### src/rtl/rv6_pkg.sv
// Shared decode definitions for the RV64I decode/issue stage: opcodes,
// op_ir field layout, immediate formats and operand-select encodings.
package rv6_pkg;

  localparam logic [6:0] OPC_OP     = 7'b0110011;
  localparam logic [6:0] OPC_OP_IMM = 7'b0010011;
  localparam logic [6:0] OPC_LOAD   = 7'b0000011;
  localparam logic [6:0] OPC_STORE  = 7'b0100011;
  localparam logic [6:0] OPC_LUI    = 7'b0110111;
  localparam logic [6:0] OPC_AUIPC  = 7'b0010111;
  localparam logic [6:0] OPC_JAL    = 7'b1101111;
  localparam logic [6:0] OPC_JALR   = 7'b1100111;
  localparam logic [6:0] OPC_BRANCH = 7'b1100011;

  // op_ir layout: [6:0] opcode, [9:7] funct3, [10] instr[30]
  localparam int OPIR_OPC_LSB = 0;
  localparam int OPIR_OPC_MSB = 6;
  localparam int OPIR_F3_LSB  = 7;
  localparam int OPIR_F3_MSB  = 9;
  localparam int OPIR_ALT     = 10;

  typedef enum logic [2:0] {
    IMM_NONE,
    IMM_I,
    IMM_S,
    IMM_B,
    IMM_U,
    IMM_J
  } imm_type_e;

  typedef enum logic [1:0] {
    A_ZERO,
    A_RS1,
    A_PC
  } a_sel_e;

  typedef enum logic [2:0] {
    B_ZERO,
    B_RS2,
    B_IMM,
    B_SHAMT,
    B_FOUR
  } b_sel_e;

  function automatic logic [10:0] make_op_ir(input logic [31:0] instr);
    logic [10:0] w;
    w = '0;
    w[OPIR_OPC_MSB:OPIR_OPC_LSB] = instr[6:0];
    w[OPIR_F3_MSB:OPIR_F3_LSB]   = instr[14:12];
    w[OPIR_ALT]                  = instr[30];
    return w;
  endfunction

endpackage

### src/rtl/imm_gen.sv
// Combinational immediate generator; every format is sign-extended to XLEN.
module imm_gen
  import rv6_pkg::*;
#(
  parameter int XLEN = 64
) (
  input  logic [31:0]     instr,
  input  logic [2:0]      imm_sel,
  output logic [XLEN-1:0] imm
);

  // Select and sign-extend the immediate for the requested format.
  always_comb begin
    imm = '0;
    case (imm_sel)
      IMM_I: imm = {{(XLEN-12){instr[31]}}, instr[31:20]};
      IMM_S: imm = {{(XLEN-12){instr[31]}}, instr[31:25], instr[11:7]};
      IMM_B: imm = {{(XLEN-13){instr[31]}}, instr[31], instr[7], instr[30:25],
                    instr[11:8], 1'b0};
      IMM_U: imm = {{(XLEN-32){instr[31]}}, instr[31:12], 12'b0};
      IMM_J: imm = {{(XLEN-21){instr[31]}}, instr[31], instr[19:12], instr[20],
                    instr[30:21], 1'b0};
      default: imm = '0;
    endcase
  end

endmodule

### src/rtl/id_stage.sv
// RV64I decode/issue stage: decodes the fetched instruction, reads operands,
// and registers the op into a single ID/EX register with load-use interlock.
module id_stage
  import rv6_pkg::*;
#(
  parameter int XLEN = 64,
  parameter int ILEN = 32
) (
  input  logic            clk,
  input  logic            rst,
  input  logic            if_valid,
  output logic            if_ready,
  input  logic [ILEN-1:0] if_instr,
  input  logic [XLEN-1:0] if_pc,
  output logic [4:0]      rs1_addr,
  output logic [4:0]      rs2_addr,
  input  logic [XLEN-1:0] rs1_data,
  input  logic [XLEN-1:0] rs2_data,
  input  logic            ld_pending,
  input  logic [4:0]      ld_rd,
  input  logic            flush,
  output logic            ex_valid,
  input  logic            ex_ready,
  output logic [10:0]     ex_op_ir,
  output logic [XLEN-1:0] ex_a,
  output logic [XLEN-1:0] ex_b,
  output logic [XLEN-1:0] ex_rs2,
  output logic [XLEN-1:0] ex_imm,
  output logic [XLEN-1:0] ex_pc,
  output logic [4:0]      ex_rd,
  output logic            ex_illegal
);

  logic [6:0]      opc;
  logic [2:0]      f3;
  logic            use_rs1;
  logic            use_rs2;
  logic            has_rd;
  logic            illegal;
  imm_type_e       imm_sel;
  a_sel_e          a_sel;
  b_sel_e          b_sel;
  logic [XLEN-1:0] imm_d;
  logic [XLEN-1:0] a_d;
  logic [XLEN-1:0] b_d;
  logic            stall;
  logic            load;

  assign opc      = if_instr[6:0];
  assign f3       = if_instr[14:12];
  assign rs1_addr = if_instr[19:15];
  assign rs2_addr = if_instr[24:20];

  // Opcode decode: source usage, destination presence, immediate and operand selects.
  always_comb begin
    use_rs1 = 1'b0;
    use_rs2 = 1'b0;
    has_rd  = 1'b1;
    illegal = 1'b0;
    imm_sel = IMM_NONE;
    a_sel   = A_ZERO;
    b_sel   = B_ZERO;
    case (opc)
      OPC_OP: begin
        use_rs1 = 1'b1; use_rs2 = 1'b1;
        a_sel = A_RS1; b_sel = B_RS2;
      end
      OPC_OP_IMM: begin
        use_rs1 = 1'b1; imm_sel = IMM_I; a_sel = A_RS1;
        b_sel = (f3 == 3'b001 || f3 == 3'b101) ? B_SHAMT : B_IMM;
      end
      OPC_LOAD: begin
        use_rs1 = 1'b1; imm_sel = IMM_I; a_sel = A_RS1; b_sel = B_IMM;
      end
      OPC_STORE: begin
        use_rs1 = 1'b1; use_rs2 = 1'b1; has_rd = 1'b0;
        imm_sel = IMM_S; a_sel = A_RS1; b_sel = B_IMM;
      end
      OPC_LUI: begin
        imm_sel = IMM_U; a_sel = A_ZERO; b_sel = B_IMM;
      end
      OPC_AUIPC: begin
        imm_sel = IMM_U; a_sel = A_PC; b_sel = B_IMM;
      end
      OPC_JAL: begin
        imm_sel = IMM_J; a_sel = A_PC; b_sel = B_FOUR;
      end
      OPC_JALR: begin
        use_rs1 = 1'b1; imm_sel = IMM_I; a_sel = A_PC; b_sel = B_FOUR;
      end
      OPC_BRANCH: begin
        use_rs1 = 1'b1; use_rs2 = 1'b1; has_rd = 1'b0;
        imm_sel = IMM_B; a_sel = A_PC; b_sel = B_IMM;
      end
      default: begin
        illegal = 1'b1; has_rd = 1'b0;
      end
    endcase
  end

  imm_gen #(.XLEN(XLEN)) u_imm_gen (
    .instr  (if_instr),
    .imm_sel(imm_sel),
    .imm    (imm_d)
  );

  // Operand muxes feeding the ID/EX register.
  always_comb begin
    a_d = '0;
    b_d = '0;
    case (a_sel)
      A_RS1:   a_d = rs1_data;
      A_PC:    a_d = if_pc;
      default: a_d = '0;
    endcase
    case (b_sel)
      B_RS2:   b_d = rs2_data;
      B_IMM:   b_d = imm_d;
      B_SHAMT: b_d = {{(XLEN-6){1'b0}}, if_instr[25:20]};
      B_FOUR:  b_d = XLEN'(4);
      default: b_d = '0;
    endcase
  end

  // x0 is never a load destination worth waiting on, so ld_rd==0 never stalls.
  assign stall = ld_pending && (ld_rd != 5'd0) &&
                 ((use_rs1 && (ld_rd == rs1_addr)) || (use_rs2 && (ld_rd == rs2_addr)));
  assign if_ready = (!ex_valid || ex_ready) && !stall && !flush;
  assign load     = if_valid && if_ready;

  // ID/EX register: reset, then flush kill, then load, then drain to a bubble.
  always_ff @(posedge clk) begin
    if (rst) begin
      ex_valid   <= 1'b0;
      ex_op_ir   <= '0;
      ex_a       <= '0;
      ex_b       <= '0;
      ex_rs2     <= '0;
      ex_imm     <= '0;
      ex_pc      <= '0;
      ex_rd      <= '0;
      ex_illegal <= 1'b0;
    end else if (flush) begin
      ex_valid <= 1'b0;
    end else if (load) begin
      ex_valid   <= 1'b1;
      ex_op_ir   <= make_op_ir(if_instr);
      ex_a       <= a_d;
      ex_b       <= b_d;
      ex_rs2     <= rs2_data;
      ex_imm     <= imm_d;
      ex_pc      <= if_pc;
      ex_rd      <= has_rd ? if_instr[11:7] : 5'd0;
      ex_illegal <= illegal;
    end else if (ex_ready) begin
      ex_valid <= 1'b0;
    end
  end

endmodule
### config.mk
export PLATFORM = sky130hd
export DESIGN_NAME = id_stage
export DESIGN_NICKNAME = d
export VERILOG_FILES = /design/src/rtl/rv6_pkg.sv /design/src/rtl/imm_gen.sv /design/src/rtl/id_stage.sv
export SDC_FILE = /design/constraint.sdc
export NUM_CORES = 1
export LEC_CHECK = 0
export ABC_AREA = 1
export BUFFER_PORTS_ARGS = -buffer_cell sky130_fd_sc_hd__buf_2
export CAP_MARGIN = 0
export CORE_AREA = 2 2 225 227
export DETAILED_ROUTE_END_ITERATION = 10
export DIE_AREA = 0 0 227 229
export PLACE_DENSITY_LB_ADDON = 0.15
export RECOVER_POWER = 50
export SETUP_SLACK_MARGIN = 0.1
export SLEW_MARGIN = 0
export SYNTH_ARGS = -nofsm -noshare
export SYNTH_HDL_FRONTEND = slang
export SYNTH_SLANG_ARGS = --single-unit
### constraint.sdc
create_clock -name clk -period 2.65 [get_ports clk]
set_input_delay 0.3975 -clock clk [delete_from_list [all_inputs] [get_ports clk]]
set_output_delay 0.3975 -clock clk [all_outputs]
set_load 0.05 [all_outputs]
==> metrics.md <==
| Metric | Value |
|---|---|
| # nets final | `3,208` |
| Post-CTS setup buffers | `0` |
| Area grow syn2layout | `28.9%` |
| Total Wirelength | `59,800 µm` |
| First-pass GRT wire length | `between 80,000 and 90,000 µm` |
| Most area-hungry cell type in the Yosys netlist | `dfxtp_1` |
| Vias in the first global route | `roughly 15,000` |
| Cell variety after synth | `26` |
| CP max FO | `9` |
| Die H | `~230 µm` |
| # IOs | `584` |
| Root Buffer | `clkbuf_16` |
| Setup Total Neg Slack | `0 ns` |
| Top area cells in the synthesized netlist | `dfxtp_1 40%, nand2_1 21%, nor2_1 11%` |
| H-tree lvl count | `2` |
| Die area | `52,000 µm²` |
| HPWL after DPL | `44,300 µm` |
| Synth Area in Simple Gates | `37.2%` |
| Crit-path cells | `buf_2 > nand2_1 > inv_1 > nand3_1 > nand3_2 > o21ai_0 > nand2_1 > nand2_2 > nand2_1 > nor2_2 > clkbuf_4` |
| Post-cts sizing count | `0` |
| Min-Delay Path Class | `in2reg` |
| Sequential area share after synthesis | `a little over 40%` |
| Fmax | `approximately 0.42 GHz` |
| Row count | `just over 80` |
| Worst setup SP type | `input pin` |
| Kind of critical path | `in2out` |
| YS warnings | `0` |
| Post-synthesis mux area share | `0%` |
| Total gr overflow | `0` |
| Core Region | `49,700 µm²` |
| Data required time of the worst path | `2.25 ns` |
| Latest clock arrival within the worst-skew pair | `0.54 ns` |
| # DRC | `0` |
| Skew final | `0.0169 ns` |
| Vias | `~16,000` |
| Starting DRT DRC Count | `~850` |
| First-pass DRT Iterations | `5` |
| Die width | `about 230 µm` |
| Crit path buf inv count | `3` |
| CTS max path bufs | `3` |
| TritonCTS clock tree | `done` |
| Leakage | `0.00974 µW` |
| RSZ-0062 raised after global routing | `false` |
| Starting density of the core | `30.7%` |
| Syn Std Cell Area | `around 15,000 µm²` |
| Slowest stage delay, CP | `0.24 ns` |
| Final Wtd Congestion | `0.928` |
| Final worst-path cycle share | `89.9%` |
| Post-Synth Adder-Cell Area | `less than 1%` |
| Share of the synthesized area in the top cell type | `40.2%` |
| Worst-Margin Slew | `0.885 ns` |
| Maximum VDD drop | `0.000435 V` |
| Synth Area in XOR/XNOR | `0.575%` |
| Reg clk slew, reported paths | `~0.06 ns` |
| Max-Cap Viols | `0` |
| Setup violators final | `0` |
| Critical path's top delay family | `simple AND/OR/NAND/NOR gates` |
| WL/cell | `roughly 16 µm` |
| Main combinational cell family by area after synthesis | `simple AND/OR/NAND/NOR gates` |
| Min Tclk post-route | `2.38 ns` |
| Most used cell, CP | `nand2_1` |
| Post-route ant nets | `0` |
| DR vias/cell | `4.43` |
| Outcome | `finished clean` |
| Yosys reg bits | `306` |
| Worst setup EP type | `primary output` |
| Final count of pins violating max slew | `0` |
| Total GRT Usage | `22.0%` |
| Power Density | `between 600 and 700 nW/µm²` |
| Hold_buf cts | `0` |
| Worst path slowest cell | `clkbuf_4` |
| Post-synthesis net count | `around 2,700` |
| Initial antenna violation count | `17` |
| Relative slew slack | `41.2%` |
| Critical Path AT | `1.98 ns` |
| FF-to-FF setup slack | `0.86 ns` |
| Post-Syn Instances | `between 2,000 and 2,500` |
| Total power | `12,900 µW` |
| Largest net degree at the start of global routing | `85` |
| CTS Sinks | `306` |
| Post-synthesis area per instance | `6.13 µm²` |
| Synth Area in Compound Gates | `about 6.7%` |
| Fin. Hold Viols | `0` |
| Util after Layout | `between 30% and 40%` |
| Share of cells above drive strength 1 | `13.7%` |
| TritonCTS Buffers | `38` |
| Port bufs | `just under 600` |
## synthesized netlist by cell type
library cell and count:
clkbuf_1 76, nand3_2 4, and3_1 1, nor2_4 1, nand3_1 48, a21oi_1 132
o21ai_0 10, nor3_1 1, and2_1 5, ha_1 2, buf_1 5, o21ai_1 63
xnor2_1 6, dfxtp_1 306, xor2_1 4, inv_1 331, inv_2 6, nor2_1 428
clkinv_1 1, nor2_2 4, buf_4 61, or2_2 1, nand2_1 856, buf_2 55
nand4_1 73, nand2_2 3
## state kept, by name, summed over array words and instances (netlist names)
signal,flops
ex_pc,64
ex_imm,32
ex_b,64
ex_rd,5
ex_rs2,64
ex_a,64
ex_valid,1
ex_op_ir,11
ex_illegal,1
## power breakdown
part / internal [µW] / total (µW) / switching (µW)
clock network: 3260 / 5360 / 2100
registers: 4850 / 4980 / 135
logic: 588 / 2550 / 1960
## worst paths after layout
| check | endpoint | startpoint | depth (start not counted) |
|---|---|---|---|
| worst max-delay path | if_ready | if_instr[1] | 11 |
| worst min-delay path | ex_pc[15] | if_pc[15] | 3 |
| worst max register to register | ex_a[2] | ex_valid | 6 |
| worst min register to register | ex_b[55] | ex_b[55] | 2 |
## routing by layer
layer	GRT usage (%)	vias up	share of wire, %
li1	-	8394	-
met2	36.9	561	47
met1	26.1	7264	41
met5	0	-	0.045
met3	6.80	96	9.1
met4	8.27	4	3.0
## placed cells by master (no fill, tap or decap), types with 2 or more instances in the layout
master     netlist  final
clkbuf_4         0      2
dfxtp_1        306    306
clkbuf_16        0     39
buf_12           0     23
and2_1           5      5
ha_2             0      2
o21ai_1         63     62
diode_2          0     11
nor2_2           4      5
inv_1          331    331
buf_2           55    267
o21ai_0         10     11
a21oi_1        132    131
xnor2_1          6      6
clkinv_2         0      4
xor2_1           4      4
nand2_2          3      4
inv_6            0      2
clkbuf_1        76    328
clkbuf_8         0      9
nand2_1        856    855
inv_2            6      6
nor2_1         428    427
bufinv_16        0      3
buf_4           61     34
nand4_1         73     73
nand3_1         48     49
nand3_2          4      3
## tightest hold or removal path: stages
cell and delay [ns]:
buf_2 0.08, nor2_1 0.04, nor2_1 0.08
## kinds of logic after synthesis
logic type,after synthesis
compound gates,205
xor+xnor,10
fa+ha+maj,2
buf+inv,535
flops,306
simple gates,1425
## through the flow
stage	hold WS (ns)	instance area, µm²	setup slack [ns]	cells
after CTS	0.0562	20100	0.222	3672
after detailed placement	0.449	18800	0.108	3603
after global placement	0.446	18800	0.127	3603
after global routing	0.0777	19600	0.0675	3683
final	0.0970	19600	0.269	3683
after floorplan	0.532	15200	0.284	2483
## cell type report
class,instances,area [µm²]
clock buffers,59,1140
inverters,338,1270
multi-input cells,1642,6820
repair buffers,645,3270
diodes,11,27.5
fillers,5592,30000
well taps,672,841
clock inverters,10,135
flip-flops and latches,306,6130
Note: power is estimated with default switching activity, not from simulation.
